$ cat config.mk
export PLATFORM = sky130hd
export DESIGN_NAME = cluster_locate
export DESIGN_NICKNAME = d
export VERILOG_FILES = /design/src/rtl/cluster_locate.sv
export SDC_FILE = /design/constraint.sdc
export NUM_CORES = 1
export LEC_CHECK = 0
export ABC_CLOCK_PERIOD_IN_PS = 8870
export CORE_ASPECT_RATIO = 1.2
export CORE_UTILIZATION = 61
export CTS_CLUSTER_SIZE = 12
export DETAILED_ROUTE_END_ITERATION = 16
export PLACE_DENSITY = 0.87
export SYNTH_ARGS = -nofsm -noshare
export SYNTH_HDL_FRONTEND = slang
export SYNTH_SLANG_ARGS = --single-unit
$ cat constraint.sdc
create_clock -name clk -period 8.87 [get_ports clk]
set_clock_uncertainty 0.1 [all_clocks]
set_input_delay 1.3305 -clock clk [delete_from_list [all_inputs] [get_ports clk]]
set_output_delay 1.3305 -clock clk [all_outputs]
set_load 0.005 [all_outputs]
$ cat src/rtl/cluster_locate.sv
// cluster_locate: finds the strongest contiguous above-threshold channel run by snooping signal-RAM writes.
// Optional: define CLUSTER_GAP_MERGE_EN to let a single below-threshold channel bridge a run.
module cluster_locate #(
  parameter int CH_NUM    = 320,
  parameter int MIN_WIDTH = 2,
  parameter int PAD       = 2
) (
  input  logic        clk,
  input  logic        rst,
  input  logic        bkg_sub_on,
  input  logic        sig_wren,
  input  logic [8:0]  sig_wraddress,
  input  logic [31:0] sig_wrdata,
  input  logic        sig_ram_last,
  input  logic [15:0] threshold,
  output logic [8:0]  sig_ch_left,
  output logic [8:0]  sig_ch_right,
  output logic        has_cluster,
  output logic        no_cluster,
  output logic [23:0] cluster_sum,
  output logic        seq_error
);

  typedef enum logic [1:0] {IDLE, SCAN, DONE} state_t;

  localparam logic [8:0] MIN_W  = 9'(MIN_WIDTH);
  localparam logic [9:0] PAD_W  = 10'(PAD);
  localparam logic [9:0] CH_MAX = 10'(CH_NUM - 1);

  state_t      state, state_nxt;
  logic        run_open, run_open_d, gap_pending, gap_d;
  logic [8:0]  run_start, run_start_d, run_end, run_end_d, run_cnt, run_cnt_d;
  logic [23:0] run_sum, run_sum_d, best_sum, best_sum_d;
  logic        best_valid, best_valid_d;
  logic [8:0]  best_start, best_start_d, best_end, best_end_d, prev_addr, prev_addr_d;
  logic        seq_q, seq_d, has_q, has_d, no_q, no_d;
  logic        frame_start, active, above, close_now;
  logic [23:0] mag;
  logic [9:0]  right_ext;
  logic        unused_hi;

  assign unused_hi = ^sig_wrdata[31:16];

  // Address 0 always (re)starts a frame; a lone sig_ram_last write in IDLE is a one-sample frame.
  assign frame_start = sig_wren && ((sig_wraddress == 9'd0) || (state == IDLE && sig_ram_last));
  assign active      = sig_wren && (frame_start || state == SCAN);
  assign above       = $signed(sig_wrdata[15:0]) > $signed(threshold);
  assign mag         = sig_wrdata[15] ? 24'd0 : {9'd0, sig_wrdata[14:0]};

  // NOTE: sequential state uses non-blocking assignments so every register samples pre-edge values.
  always_ff @(posedge clk or posedge rst) begin
    if (rst) state <= IDLE;
    else     state <= state_nxt;
  end

  always_comb begin
    state_nxt = state;
    if (active) state_nxt = sig_ram_last ? DONE : SCAN;
  end

  // NOTE: every comb output gets a default first, so no path can infer a latch.
  always_comb begin
    run_open_d   = run_open;
    gap_d        = gap_pending;
    run_start_d  = run_start;
    run_end_d    = run_end;
    run_cnt_d    = run_cnt;
    run_sum_d    = run_sum;
    best_valid_d = best_valid;
    best_start_d = best_start;
    best_end_d   = best_end;
    best_sum_d   = best_sum;
    prev_addr_d  = prev_addr;
    seq_d        = seq_q;
    has_d        = has_q;
    no_d         = no_q;
    close_now    = 1'b0;
    if (frame_start) begin
      run_open_d   = 1'b0;
      gap_d        = 1'b0;
      run_start_d  = '0;
      run_end_d    = '0;
      run_cnt_d    = '0;
      run_sum_d    = '0;
      best_valid_d = 1'b0;
      best_start_d = '0;
      best_end_d   = '0;
      best_sum_d   = '0;
      seq_d        = 1'b0;
      has_d        = 1'b0;
      no_d         = 1'b0;
    end
    if (active) begin
      if (!frame_start && sig_wraddress != prev_addr + 9'd1) seq_d = 1'b1;
      prev_addr_d = sig_wraddress;
      if (above) begin
        if (run_open_d) begin
          run_end_d = sig_wraddress;
          run_sum_d = run_sum_d + mag;
          run_cnt_d = run_cnt_d + 9'd1;
        end else begin
          run_open_d  = 1'b1;
          run_start_d = sig_wraddress;
          run_end_d   = sig_wraddress;
          run_sum_d   = mag;
          run_cnt_d   = 9'd1;
        end
        gap_d = 1'b0;
      end else if (run_open_d) begin
`ifdef CLUSTER_GAP_MERGE_EN
        if (!gap_d) gap_d = 1'b1;
        else        close_now = 1'b1;
`else
        close_now = 1'b1;
`endif
      end
      if (sig_ram_last && run_open_d) close_now = 1'b1;
      // Strict compare keeps the earlier run on equal sums.
      if (close_now) begin
        if (run_cnt_d >= MIN_W && run_sum_d > best_sum_d) begin
          best_valid_d = 1'b1;
          best_start_d = run_start_d;
          best_end_d   = run_end_d;
          best_sum_d   = run_sum_d;
        end
        run_open_d = 1'b0;
        gap_d      = 1'b0;
      end
      if (sig_ram_last) begin
        has_d = best_valid_d && bkg_sub_on && !seq_d;
        no_d  = !(best_valid_d && bkg_sub_on && !seq_d);
      end
    end
  end

  always_ff @(posedge clk or posedge rst) begin
    if (rst) begin
      run_open    <= 1'b0;
      gap_pending <= 1'b0;
      run_start   <= '0;
      run_end     <= '0;
      run_cnt     <= '0;
      run_sum     <= '0;
      best_valid  <= 1'b0;
      best_start  <= '0;
      best_end    <= '0;
      best_sum    <= '0;
      prev_addr   <= '0;
      seq_q       <= 1'b0;
      has_q       <= 1'b0;
      no_q        <= 1'b0;
    end else begin
      run_open    <= run_open_d;
      gap_pending <= gap_d;
      run_start   <= run_start_d;
      run_end     <= run_end_d;
      run_cnt     <= run_cnt_d;
      run_sum     <= run_sum_d;
      best_valid  <= best_valid_d;
      best_start  <= best_start_d;
      best_end    <= best_end_d;
      best_sum    <= best_sum_d;
      prev_addr   <= prev_addr_d;
      seq_q       <= seq_d;
      has_q       <= has_d;
      no_q        <= no_d;
    end
  end

  assign right_ext = {1'b0, best_end} + PAD_W;

  always_comb begin
    sig_ch_left  = '0;
    sig_ch_right = '0;
    cluster_sum  = '0;
    if (has_q) begin
      sig_ch_left  = ({1'b0, best_start} < PAD_W) ? 9'd0 : best_start - PAD_W[8:0];
      sig_ch_right = (right_ext > CH_MAX) ? CH_MAX[8:0] : right_ext[8:0];
      cluster_sum  = best_sum;
    end
  end

  assign has_cluster = has_q;
  assign no_cluster  = no_q;
  assign seq_error   = seq_q;

endmodule

* Yosys cells after proc, flatten, opt, wreduce, memory -nomap -nowiden *
Index checks and enable logic that the tools add are counted.

operators by class
  $add $sub $neg = 5
  magnitude comparators = 5
  equality and inequality tests = 2
  muxes and demuxes = 60
  reductions and logical operators = 15

operator list
  operator                count
  $mux W24                10
  $mux W9                 24
  $add A24 B15 Y24        1
  $gt A24 B24 Y1          1
  $mux W1                 24
  $add A9 B1 Y9 const B   2
  $gt A16 B16 Y1          1
  $mux W15                1
  $add A9 B2 Y10 const B  1
  $gt A10 B9 Y1 const B   1
  $ge A9 B2 Y1 const B    1
  $logic_not A9 Y1        1
  $lt A9 B2 Y1 const B    1
  $ne A9 B9 Y1            1
  $sub A9 B2 Y9 const B   1
  $logic_and A1 B1 Y1     8
  $logic_not A1 Y1        3
  $eq A2 B1 Y1 const B    1
  $logic_not A2 Y1        1
  $logic_or A1 B1 Y1      2
  $mux W2                 1

storage, ports and cells
  register bits after elaboration = 109
  bits of input ports = 62
  logic and storage cells = 101

* Longest topological paths before layout *
Gate-level depths: netlist of the first run.

  depth in word-level cells = 19
  mapped depth = 30

* Least setup slack after synthesis of the first run *
OpenSTA, ideal clock, no wires.

  kind = input-to-reg
  start = input port sig_wren
  end = register best_end[1]
  library setup time = 0.141 ns
  arrival time = 6.904 ns
  required time = 8.629 ns
  slack = 1.725 ns
  stages on the path = 29
  cells stage by stage = nor4b_2 -> a31oi_4 -> clkbuf_1 -> clkbuf_8 -> clkbuf_1 -> and2_1 -> ha_1 -> o221ai_1 -> o221ai_1 -> o21ai_1 -> a211o_2 -> o211a_1 -> o31ai_4 -> a31oi_2 -> nor4b_4 -> xor2_1 -> nor2_1 -> ha_1 -> nand3_1 -> nor3_1 -> nand2_1 -> o221a_2 -> a31oi_1 -> o21ai_0 -> a311o_1 -> nand2_1 -> buf_4 -> a2bb2oi_1 -> o32ai_1

between the ends
  word-level cells in the longest chain between the ends = 11
  elaborated cells between the ends (all ways) = 31
  those cells by class = add/sub: 2; order compare: 2; mux: 22; reduce/logical: 5

ends and longest elaborated chain
  element                                                   RTL line  source
  start: declaration                                        11        input logic sig_wren,
  $logic_and A1 B1 Y1                                       45        assign frame_start = sig_wren && ((sig_wraddress == 9'd0) || (state == IDLE && sig_ram_last));
  $mux W24 / $mux W9 (equally long branches)                78        if (frame_start) begin
  $add A24 B15 Y24 / $add A9 B1 Y9 (equally long branches)  99, 100
  $mux W24 / $mux W9 (equally long branches)                97        if (run_open_d) begin
  $mux W24 / $mux W9 (equally long branches)                96        if (above) begin
  $mux W24 / $mux W9 (equally long branches)                93        if (active) begin
  $gt A24 B24 Y1 / $ge A9 B2 Y1 (equally long branches)     120       if (run_cnt_d >= MIN_W && run_sum_d > best_sum_d) begin
  $logic_and A1 B1 Y1                                       120
  $mux W9                                                   120
  $mux W9                                                   119       if (close_now) begin
  $mux W9 *                                                 93
  via best_end_d[1]                                         35        logic [8:0] best_start, best_start_d, best_end, best_end_d, prev_addr, prev_addr_d;
  end signal: assignment                                    161       best_end <= best_end_d;
  end: declaration                                          35

Mark *: on every way through the listed nets, which the timed path passes. The rest lies on a longest branch. The select of a mux whose other input is x is not followed.
A chain may end at the register's enable or synchronous reset.

* Worst setup path after layout of the first run *
  start = input port sig_wraddress[5]
  end = register best_end[1]

between the ends
  word-level cells in the longest chain between the ends = 13
  elaborated cells between the ends (all ways) = 33
  those cells by class = add/sub: 2; order compare: 2; mux: 22; reduce/logical: 7

ends and longest elaborated chain
  element                                                   RTL line  source
  start: declaration                                        12        input logic [8:0] sig_wraddress,
  $logic_not A9 Y1 *                                        45
  $logic_or A1 B1 Y1 *                                      45
  $logic_and A1 B1 Y1 *                                     45
  $mux W24 / $mux W9 (equally long branches)                78
  $add A24 B15 Y24 / $add A9 B1 Y9 (equally long branches)  99, 100
  $mux W24 / $mux W9 (equally long branches)                97
  $mux W24 / $mux W9 (equally long branches)                96
  $mux W24 / $mux W9 (equally long branches)                93
  $gt A24 B24 Y1 / $ge A9 B2 Y1 (equally long branches)     120
  $logic_and A1 B1 Y1                                       120
  $mux W9                                                   120
  $mux W9                                                   119
  $mux W9 *                                                 93
  via best_end_d[1]                                         35

Marks and branches as above.

==> results of run 1 <==
path summary, 6_finish.rpt:
check	startpoint	slack, ps	end	depth (start not counted)
setup reg to reg	state[0]	1930	best_end[1]	26
hold / removal	run_sum[9]	390	run_sum[9]	2
max in group asynchronous	rst	6100	best_end[4]	3
hold reg to reg	run_sum[9]	390	run_sum[9]	2
setup / recovery	sig_wraddress[5]	620	best_end[1]	27
min in group asynchronous	rst	1230	best_start[0]	2
power by group through the flow:
stage                     Clock (mW)  Combinational, mW  Sequential [mW]
after global routing           0.472               1.48            0.871
final                          0.450               1.33            0.848
after floorplan                    0               1.02            0.781
after CTS                      0.448               1.31            0.843
after detailed placement           0               1.29            0.851
after global placement             0               1.25            0.842
cell families after synthesis:
kind of cell / Yosys count
AND/OR/NAND/NOR: 417
AO/OA/AOI/OAI: 283
flip-flops: 109
buffers and inverters: 101
adder cells (fa/ha/maj): 56
XOR/XNOR: 39
multiplexers: 22
through the flow:
stage | total power, mW | worst slack [ps] | util | std cells
after floorplan | 1.80 | 1720 | - | 1027
after global placement | 2.09 | 567 | 0.712 | 1261
after detailed placement | 2.14 | 436 | 0.712 | 1261
after CTS | 2.60 | 740 | 0.736 | 1277
after global routing | 2.82 | 197 | 0.736 | 1277
final | 2.63 | 624 | 0.736 | 1277
final cells by class:
class,instances,area (sq um),area share
clock buffer,10,229,0.0233
clock inverter,6,95.1,0.00967
inverter,48,183,0.0186
multi-input combinational,817,5260,0.535
sequential,109,2730,0.277
tap,168,210,0.0214
timing repair buffer,119,1130,0.115
tightest hold or removal path: stages, from the launching register on:
cell     delay (ps)
dfrtp_1         350
nand2_1          40
o21ai_0          60
sequential cells by signal (all words and copies together) (netlist names):
| signal | count |
|---|---|
| run_cnt | 9 |
| seq_error | 1 |
| best_sum | 24 |
| run_sum | 24 |
| best_end | 9 |
| best_valid | 1 |
| best_start | 9 |
| has_cluster | 1 |
| prev_addr | 9 |
| state | 2 |
| no_cluster | 1 |
| run_start | 9 |
| run_end | 9 |
| run_open | 1 |
synth_stat cells (all sizes together), types with 7 or more instances:
library cell and instances:
clkbuf 40, xor2 13, nand3 34, ha 55
xnor2 26, o21ai 62, o211ai 7, nand2 150
mux2i 16, a21oi 73, a22oi 9, inv 48
nor2b 15, a21o 15, a22o 13, o2bb2ai 8
nand4 8, o31ai 8, a31oi 13, and3 12
buf 12, and2 42, o21a 11, dfrtp 109
a211oi 7, nor2 91, o221ai 8, nor3 22
metal layers:
layer / share of wire / GRT usage / vias to the layer above / routed length [um]
li1: - / - / 3830 / -
met1: 0.40 / 0.392 / 3830 / 9010
met2: 0.50 / 0.590 / 321 / 11400
met3: 0.058 / 0.0506 / 71 / 1310
met4: 0.047 / 0.189 / 0 / 1060
met5: 0 / 0 / - / 0
==> summary.txt, run 1 <==
Yosys reg bits = 109
CP arrival = 8370 ps
Routed Antenna Nets = 0
Total GRT Usage = 0.336
proportion of power drawn by combinational gates = 0.506
slowest CP cell = clkdlybuf4s50_1
post-route cell area = 0.00983 sq mm
Core ar. = 0.0134 sq mm
Starting Density = 0.631
Max-Cap Viols = 0
top cells by area, synth = dfrtp_1, ha_1, nand2_1
PwrDens = 267 mW/mm^2
Pleak = 4.41 nW
CP Class = in -> reg
CTS Hold Bufs = 0
WL final = 22800 um
largest net degree at the start of global routing = 78
simple-gate share of the synthesized area = 0.241
number of synthesized flops with an enable pin = 0
GRT overflow = 0
num ports = 107
Slew Viols, Final = 0
Top Family by Delay on Critical Path = compound AO/OA/AOI/OAI gates
Final Cycle Share = 0.930
proportion of synthesized area in mux cells = 0.0275
Int Pwr = 1.48 mW
TNS Setup = 0 ps
first-pass GRT wire length = 37400 um
hold slack final = 387 ps
final hold vios = 0
status = complete, no violations
register share of total power = 0.322
CTS tree = done
clock-pin slew on the worst setup and hold paths = 70 ps
Async SR Flop Fraction = 1.00
Clock Tree Root = clkbuf_16
number of global-route vias before repair = 7706
worst skew pair latency = 360 ps
WL/cell = 17.8 um
clock share of power = 0.171
clk sink count = 109
Buf+Inv Stages, Crit Path = 2
PostCTS Resize Cnt = 0
slew margin rel. = 0.340
Mapped Avg Cell Area = 8.20 sq um
Adder-Cell Fraction of Synth Area = 0.0831
ANT cells = 0
ys flop type = dfrtp_1
Compound-Gate Fraction of Synth Area = 0.231
vias = 8052
die area = 0.0143 sq mm
DR DRC count = 0
Synth Instances = 1027
via/cell ratio = 6.31
CTS Buffer Depth = 2
fmax = 0.121 GHz
Final nets = 1221
post-synthesis xor/xnor area fraction = 0.0406
VDD IR max = 168 uV
Post-Syn Nets = 1144
die width = 109 um
H-Tree Level Count = 3
DPL Wire Length = 16400 um
final RePlAce weighted congestion = 0.991
Post-Synthesis Cell Area = 0.00842 sq mm
Yosys top cell by area = dfrtp_1
Ys Warns = 0
CTS Buf Count = 9
Min Clock Period, post-route = 8250 ps
final setup violation count = 0
drt pass-1 iters = 7
NetSw = 1.15 mW
sw frac = 0.439
Port Buffers = 90
Die Y = 131 um
Setup Buffers After CTS = 0
number of DRC markers in iteration 0 = 739
leading cell type in the layout, fill and taps excluded = nand2_1
worst hold path type = reg -> reg
Critical Path Start Type = input pin
fraction of layout cells with a size suffix above 1 = 0.0794
most frequent cells in the layout = nand2_1, dfrtp_1, clkdlybuf4s50_1
Seq/Total Area, Yosys = 0.324
Critical Path Sink Type = register
largest family of logic cells by synthesized area = simple AND/OR/NAND/NOR gates
area share of the largest cell type after synthesis = 0.324
initial antenna violation count = 0
worst path required time = 8990 ps
CP max stage delay = 710 ps
floorplan row count = 46
post-synth cell types = 87
critical path fanouts, max = 44
Area growth syn-to-layout = 16.8%
dpl cell area = 0.00951 sq mm
layout filler cell count = 1017
unrepaired setup endpoints after global routing = no
transition time of the tightest slew-check pin = 989 ps
No activity file was read; power rests on OpenSTA's default activity.
==> inputs of run 2 (changes only) <==
--- a/config.mk
+++ b/config.mk
@@ -10,6 +10,7 @@
 export CORE_UTILIZATION = 61
 export CTS_CLUSTER_SIZE = 12
 export DETAILED_ROUTE_END_ITERATION = 16
+export HOLD_SLACK_MARGIN = 0.02
 export PLACE_DENSITY = 0.87
 export SYNTH_ARGS = -nofsm -noshare
 export SYNTH_HDL_FRONTEND = slang
==> results of run 2 <==
The final DEF is identical to that of run 1; final timing and power are the same.
==> patch 1 (config.mk and constraints of run 1) <==
Take the reset off `prev_addr` and load it in a clocked block of its own.
--- a/src/rtl/cluster_locate.sv
+++ b/src/rtl/cluster_locate.sv
@@ -145,7 +145,6 @@
       best_start  <= '0;
       best_end    <= '0;
       best_sum    <= '0;
-      prev_addr   <= '0;
       seq_q       <= 1'b0;
       has_q       <= 1'b0;
       no_q        <= 1'b0;
@@ -160,11 +159,14 @@
       best_start  <= best_start_d;
       best_end    <= best_end_d;
       best_sum    <= best_sum_d;
-      prev_addr   <= prev_addr_d;
       seq_q       <= seq_d;
       has_q       <= has_d;
       no_q        <= no_d;
     end
+  end
+
+  always_ff @(posedge clk) begin
+    prev_addr <= prev_addr_d;
   end
 
   assign right_ext = {1'b0, best_end} + PAD_W;
Formal check against the unedited RTL: no difference found for any inputs over 4 cycles, from zero or initial values and one cycle with rst high; that may be too few to reach the edited logic, so the function may still have changed.
==> patch 1 against run 1 <==
- final cell count down 2.3%
- cell area up 0.27%
- first-iteration DRC count up 0.41%
- via count up 0.79%
- power down 6.1%
- wire length about the same
- global-route usage down 2.5 points
- setup slack better by 21 ps
- sequential power down 2%
- sequential cell count unchanged
- area after synthesis up 3.0%
==> patch 1: results (changes against run 1) <==
Parameter                              Value

Yosys
  Synthesized instance count ... 1,014 (was 1,027)
  Synthesized-area fraction occupied by ao, oa, aoi and oai cells ... 23.5% (was 23.1%)
  Register area share after synthesis ... 32.0% (was 32.4%)
  Post-synth top cells ... sky130_fd_sc_hd__nand2_1, sky130_fd_sc_hd__dfrtp_1, sky130_fd_sc_hd__nor2_1, sky130_fd_sc_hd__a21oi_1, sky130_fd_sc_hd__ha_1 (was sky130_fd_sc_hd__nand2_1, sky130_fd_sc_hd__dfrtp_1, sky130_fd_sc_hd__nor2_1, sky130_fd_sc_hd__a21oi_1, sky130_fd_sc_hd__o21ai_0)
  Number of distinct library cells after synthesis ... 99 (was 87)
  Post-synthesis mux area share ... 1.47% (was 2.75%)
  Post-synthesis share of cell area spent on full adders, half adders and majority gates ... 7.94% (was 8.31%)
  Number of synthesized flops with an enable pin ... 9 (was 0)
  Share of synthesized registers carrying an async set or reset ... 91.7% (was 100%)
  Net count after synthesis ... 1,131 (was 1,144)
  Leading cell types by total area after synthesis ... sky130_fd_sc_hd__dfrtp_1, sky130_fd_sc_hd__ha_1, sky130_fd_sc_hd__nand2_1, sky130_fd_sc_hd__a21oi_1, sky130_fd_sc_hd__and2_1 (was sky130_fd_sc_hd__dfrtp_1, sky130_fd_sc_hd__ha_1, sky130_fd_sc_hd__nand2_1, sky130_fd_sc_hd__a21oi_1, sky130_fd_sc_hd__nor2_1)

Worst setup path
  Crit-path max cell delay ... 630 ps (was 710 ps)
  Arrival time of data at the critical path endpoint ... 8350 ps (was 8370 ps)
  CP max FO ... 30 (was 44)

Detailed routing
  Total via count after detailed routing ... 8,116 (was 8,052)
  Vias per inst ... 6.51 (was 6.31)
  Detailed Route Iter0 Violations ... 742 (was 739)
  Final WL ... 22,800 µm (about the same)
  Detailed-routing iteration count for the pre-antenna-repair pass ... 6 (was 7)

Global routing
  Met2 layer usage reported by global route ... 53.6% (was 59.0%)
  Met3 usage in global routing ... 4.17% (was 5.06%)
  Initial antenna violation count ... 0 (unchanged)
  Total GRT Usage ... 31.1% (was 33.6%)
  Met1 global-route usage ... 38.0% (was 39.2%)
  Vias in the first global route ... 7,458 (was 7,706)
  Maximum number of pins on one net before global-route repair ... 67 (was 78)

Layout
  Layout cell share with drive strength beyond 1 ... 7.43% (was 7.94%)
  Net count of the finished layout ... 1,188 (was 1,221)

Placed design
  Half-perimeter wire length after placement ... 16,100 µm (was 16,400 µm)
  Final estimated routing congestion in global placement ... 0.960 (was 0.991)
  Placed standard-cell area ... 9560 µm² (was 9510 µm²)
  # placed instances ... 1,231 (was 1,261)

Pwr
  Switching share of total power ... 43.7% (was 43.9%)

Outcome
  Status ... finished clean (unchanged)

STA
  Least-Margin Pin Slew ... 996 ps (was 989 ps)
patch 1: changes by cell type after synthesis, moves of 7 or more:
cell                       delta
sky130_fd_sc_hd__dfrtp_1      -9
sky130_fd_sc_hd__buf_6        +9
sky130_fd_sc_hd__nand3_1     +19
sky130_fd_sc_hd__o21ai_1      +8
sky130_fd_sc_hd__edfxtp_1     +9
sky130_fd_sc_hd__a21o_1       +7
sky130_fd_sc_hd__o21ai_0     -12
sky130_fd_sc_hd__nand2_1     -28
sky130_fd_sc_hd__nor2_1      -19
sky130_fd_sc_hd__mux2i_1     -10
sky130_fd_sc_hd__a21oi_1     -12
patch 1: per-layer routing:
metal	share of wire [%]	vias up	wire, µm
met1	39	3815	8950
met3	6.4	103	1450
met2	49	408	11100
li1	-	3790	-
met4	5.4	0	1240
met5	0	-	0
patch 1: power by group through the flow:
stage,Sequential (W),Clock [W],Combinational [W]
after floorplan,0.000747,0,0.000990
after global placement,0.000827,0,0.00114
after detailed placement,0.000834,0,0.00118
after CTS,0.000827,0.000411,0.00120
after global routing,0.000856,0.000429,0.00134
final,0.000835,0.000412,0.00122
patch 1: layout make-up:
cell class / instances / area, µm²
multi-input cells: 793 / 5330
repair buffers: 112 / 1070
clock inverters: 7 / 75.1
clock buffers: 9 / 225
fillers: 1052 / 3960
well taps: 171 / 214
inverters: 46 / 175
flip-flops and latches: 109 / 2770
patch 1: final timing paths:
path | startpoint | end | slack [ps] | cells past startpoint
max in group asynchronous | rst | run_end[2]$_DFF_PP0_ | 6250 | 3
min in group asynchronous | rst | best_sum[23]$_DFF_PP0_ | 1230 | 2
worst max-delay path | sig_wren | best_sum[12]$_DFF_PP0_ | 650 | 26
worst min register to register | best_valid$_DFF_PP0_ | best_valid$_DFF_PP0_ | 380 | 2
worst max register to register | state[1]$_DFFE_PP0P_ | best_sum[12]$_DFF_PP0_ | 2040 | 25
worst min-delay path | best_valid$_DFF_PP0_ | best_valid$_DFF_PP0_ | 380 | 2
patch 1: through the flow:
step	hold WS, ps	utilization, %	total power, W
finish	375	71.3	0.00247
global placement	353	69.2	0.00197
detailed placement	359	69.2	0.00201
CTS	375	71.3	0.00244
global route	391	71.3	0.00263
floorplan	340	-	0.00174
patch 1: logic make-up after synthesis:
logic type / count (synthesis)
AOI/OAI and AO/OA: 282
muxes: 12
buffers and inverters: 112
and+or+nand+nor: 408
adders and majority gates: 55
xor gates and xnor gates: 36
DFF: 109
patch 1: worst reg2reg max path, delay by kind of cell, from the launching register on:
| kind | cells | cell delay [ps] |
|---|---|---|
| AO/OA/AOI/OAI | 11 | 2450 |
| buffers and inverters | 2 | 440 |
| AND/OR/NAND/NOR | 8 | 2060 |
| flip-flops | 1 | 410 |
| multiplexers | 2 | 570 |
| adder cells (fa/ha/maj) | 2 | 690 |
==> patch 2 (settings of run 1) <==
Without the edit above. Add a define of `CLUSTER_GAP_MERGE_EN`.
--- a/src/rtl/cluster_locate.sv
+++ b/src/rtl/cluster_locate.sv
@@ -1,5 +1,7 @@
 // cluster_locate: finds the strongest contiguous above-threshold channel run by snooping signal-RAM writes.
 // Optional: define CLUSTER_GAP_MERGE_EN to let a single below-threshold channel bridge a run.
+`define CLUSTER_GAP_MERGE_EN
+
 module cluster_locate #(
   parameter int CH_NUM    = 320,
   parameter int MIN_WIDTH = 2,
Formal check against the unedited RTL: not equivalent (Yosys sat finds a counterexample within 4 cycles, from zero or initial values and one cycle with rst high).
==> patch 2 against run 1 <==
- area after synthesis down 1.2%
- critical path depth unchanged
- count of clock-buffer cells in the layout unchanged
- cell area down 0.94%
- sequential cell count up 1
- setup slack better by 400 ps
- die area down 1.2%
- fmax up 5.1%
- power up 4.7%
- hold slack worse by 3.9 ps
- core utilization down 0.059 points
- critical path type unchanged
- non-clock buffer count up 3
- highest routed layer unchanged
- critical endpoint is now best_end[3]$_DFF_PP0_
- wire length down 3.1%
==> patch 2: results (changes against run 1) <==
Parameter                              Value

Pwr
  Leakage Power ... 4.44 nW (was 4.41 nW)
  Share of power burned in registers ... 31.7% (was 32.2%)
  Clk network pwr share ... 14.8% (was 17.1%)
  Internal power ... 0.00149 W (was 0.00148 W)

Detailed routing
  Met2 WL ... 10,800 µm (was 11,400 µm)
  Met3 wire length ... 1240 µm (was 1310 µm)
  Detailed-routing iteration count for the pre-antenna-repair pass ... 5 (was 7)
  Vias per inst ... 6.28 (was 6.31)
  Final WL ... 22,100 µm (was 22,800 µm)
  Length of routed wiring on met1 ... 8800 µm (was 9010 µm)

Layout
  Layout cell share with drive strength beyond 1 ... 6.70% (was 7.94%)
  Largest registers in the final layout ... best_sum: 24 flops, run_sum: 24 flops (unchanged)
  Layout fillers ... 978 (was 1,017)

Yosys
  Synthesized-area fraction occupied by ao, oa, aoi and oai cells ... 21.9% (was 23.1%)
  Post-synthesis mux area share ... 1.94% (was 2.75%)
  Parity-gate share of the synthesized area counting xor and xnor cells ... 4.21% (was 4.06%)
  Syn Area/Cell ... 8.02 µm² (was 8.20 µm²)
  Post-synthesis share of cell area spent on full adders, half adders and majority gates ... 8.27% (was 8.31%)
  Number of distinct library cells after synthesis ... 77 (was 87)
  Register area share after synthesis ... 33.1% (was 32.4%)
  Post-synth top cells ... sky130_fd_sc_hd__nand2_1, sky130_fd_sc_hd__dfrtp_1, sky130_fd_sc_hd__nor2_1, sky130_fd_sc_hd__a21oi_1, sky130_fd_sc_hd__ha_1 (was sky130_fd_sc_hd__nand2_1, sky130_fd_sc_hd__dfrtp_1, sky130_fd_sc_hd__nor2_1, sky130_fd_sc_hd__a21oi_1, sky130_fd_sc_hd__o21ai_0)
  Leading cell types by total area after synthesis ... sky130_fd_sc_hd__dfrtp_1, sky130_fd_sc_hd__ha_1, sky130_fd_sc_hd__nand2_1, sky130_fd_sc_hd__a21oi_1, sky130_fd_sc_hd__nor2_1 (unchanged)

Worst setup path
  Crit-path max cell delay ... 530 ps (was 710 ps)
  CP max FO ... 21 (was 44)
  Largest delay share family, worst path ... simple AND/OR/NAND/NOR gates (was compound AO/OA/AOI/OAI gates)
  Slowest cell on the critical path ... sky130_fd_sc_hd__or4_1 (was sky130_fd_sc_hd__clkdlybuf4s50_1)
  Arrival time of data at the critical path endpoint ... 7970 ps (was 8370 ps)

Global routing
  Met1 global-route usage ... 40.2% (was 39.2%)
  First-pass GRT wire length ... 36,400 µm (was 37,400 µm)
  Total GRT Usage ... 32.9% (was 33.6%)
  Met3 usage in global routing ... 3.40% (was 5.06%)
  Met2 layer usage reported by global route ... 56.3% (was 59.0%)
  Vias in the first global route ... 7,639 (was 7,706)
  Initial antenna violation count ... 0 (unchanged)

STA
  Relative slew slack ... 38.0% (was 34.0%)

Placed design
  # placed instances ... 1,271 (was 1,261)
  Final estimated routing congestion in global placement ... 0.888 (was 0.991)

Outcome
  Status ... finished clean (unchanged)

CTS
  Maximum root-to-sink buffer count ... 2 (unchanged)
[patch 2: cell count changes after synthesis, sizes merged, moves of 4 or more]
cell	change
o211ai	+5
nor2	-4
nand3b	-5
nand4	+9
o21ai	-8
o221ai	-7
mux2	-5
nand2b	-4
a31oi	-4
nand2	+18
nor2b	+4
nand3	+15
[patch 2: final cells by class]
class,count,area [µm²],share of cell area [%]
well taps,168,210,2.16
inverters,50,190,1.95
clock inverters,6,55.1,0.565
flip-flops and latches,110,2750,28.3
multi-input cells,821,5150,52.9
clock buffers,10,239,2.45
repair buffers,122,1140,11.7
[patch 2: final timing paths]
kind	slack [ps]	start	cells past startpoint	endpoint
hold / removal	380	run_end[2]$_DFF_PP0_	2	run_end[2]$_DFF_PP0_
hold reg to reg	380	run_end[2]$_DFF_PP0_	2	run_end[2]$_DFF_PP0_
min in group asynchronous	1250	rst	2	best_sum[16]$_DFF_PP0_
max in group asynchronous	6120	rst	3	run_cnt[6]$_DFF_PP0_
setup / recovery	1030	sig_wraddress[5]	27	best_end[3]$_DFF_PP0_
setup reg to reg	2210	state[0]$_DFFE_PP0P_	25	best_end[3]$_DFF_PP0_
[patch 2: through the flow]
step	hold slack, ps	instance area [µm²]	utilization [%]	setup WS (ps)	total power (W)
3_5_place_dp	367	9450	71.4	834	0.00231
2_1_floorplan	330	8320	-	1820	0.00194
3_3_place_gp	344	9450	71.4	915	0.00226
5_1_grt	406	9740	73.6	674	0.00296
4_1_cts	385	9740	73.6	1150	0.00273
6_report	383	9740	73.6	1030	0.00275
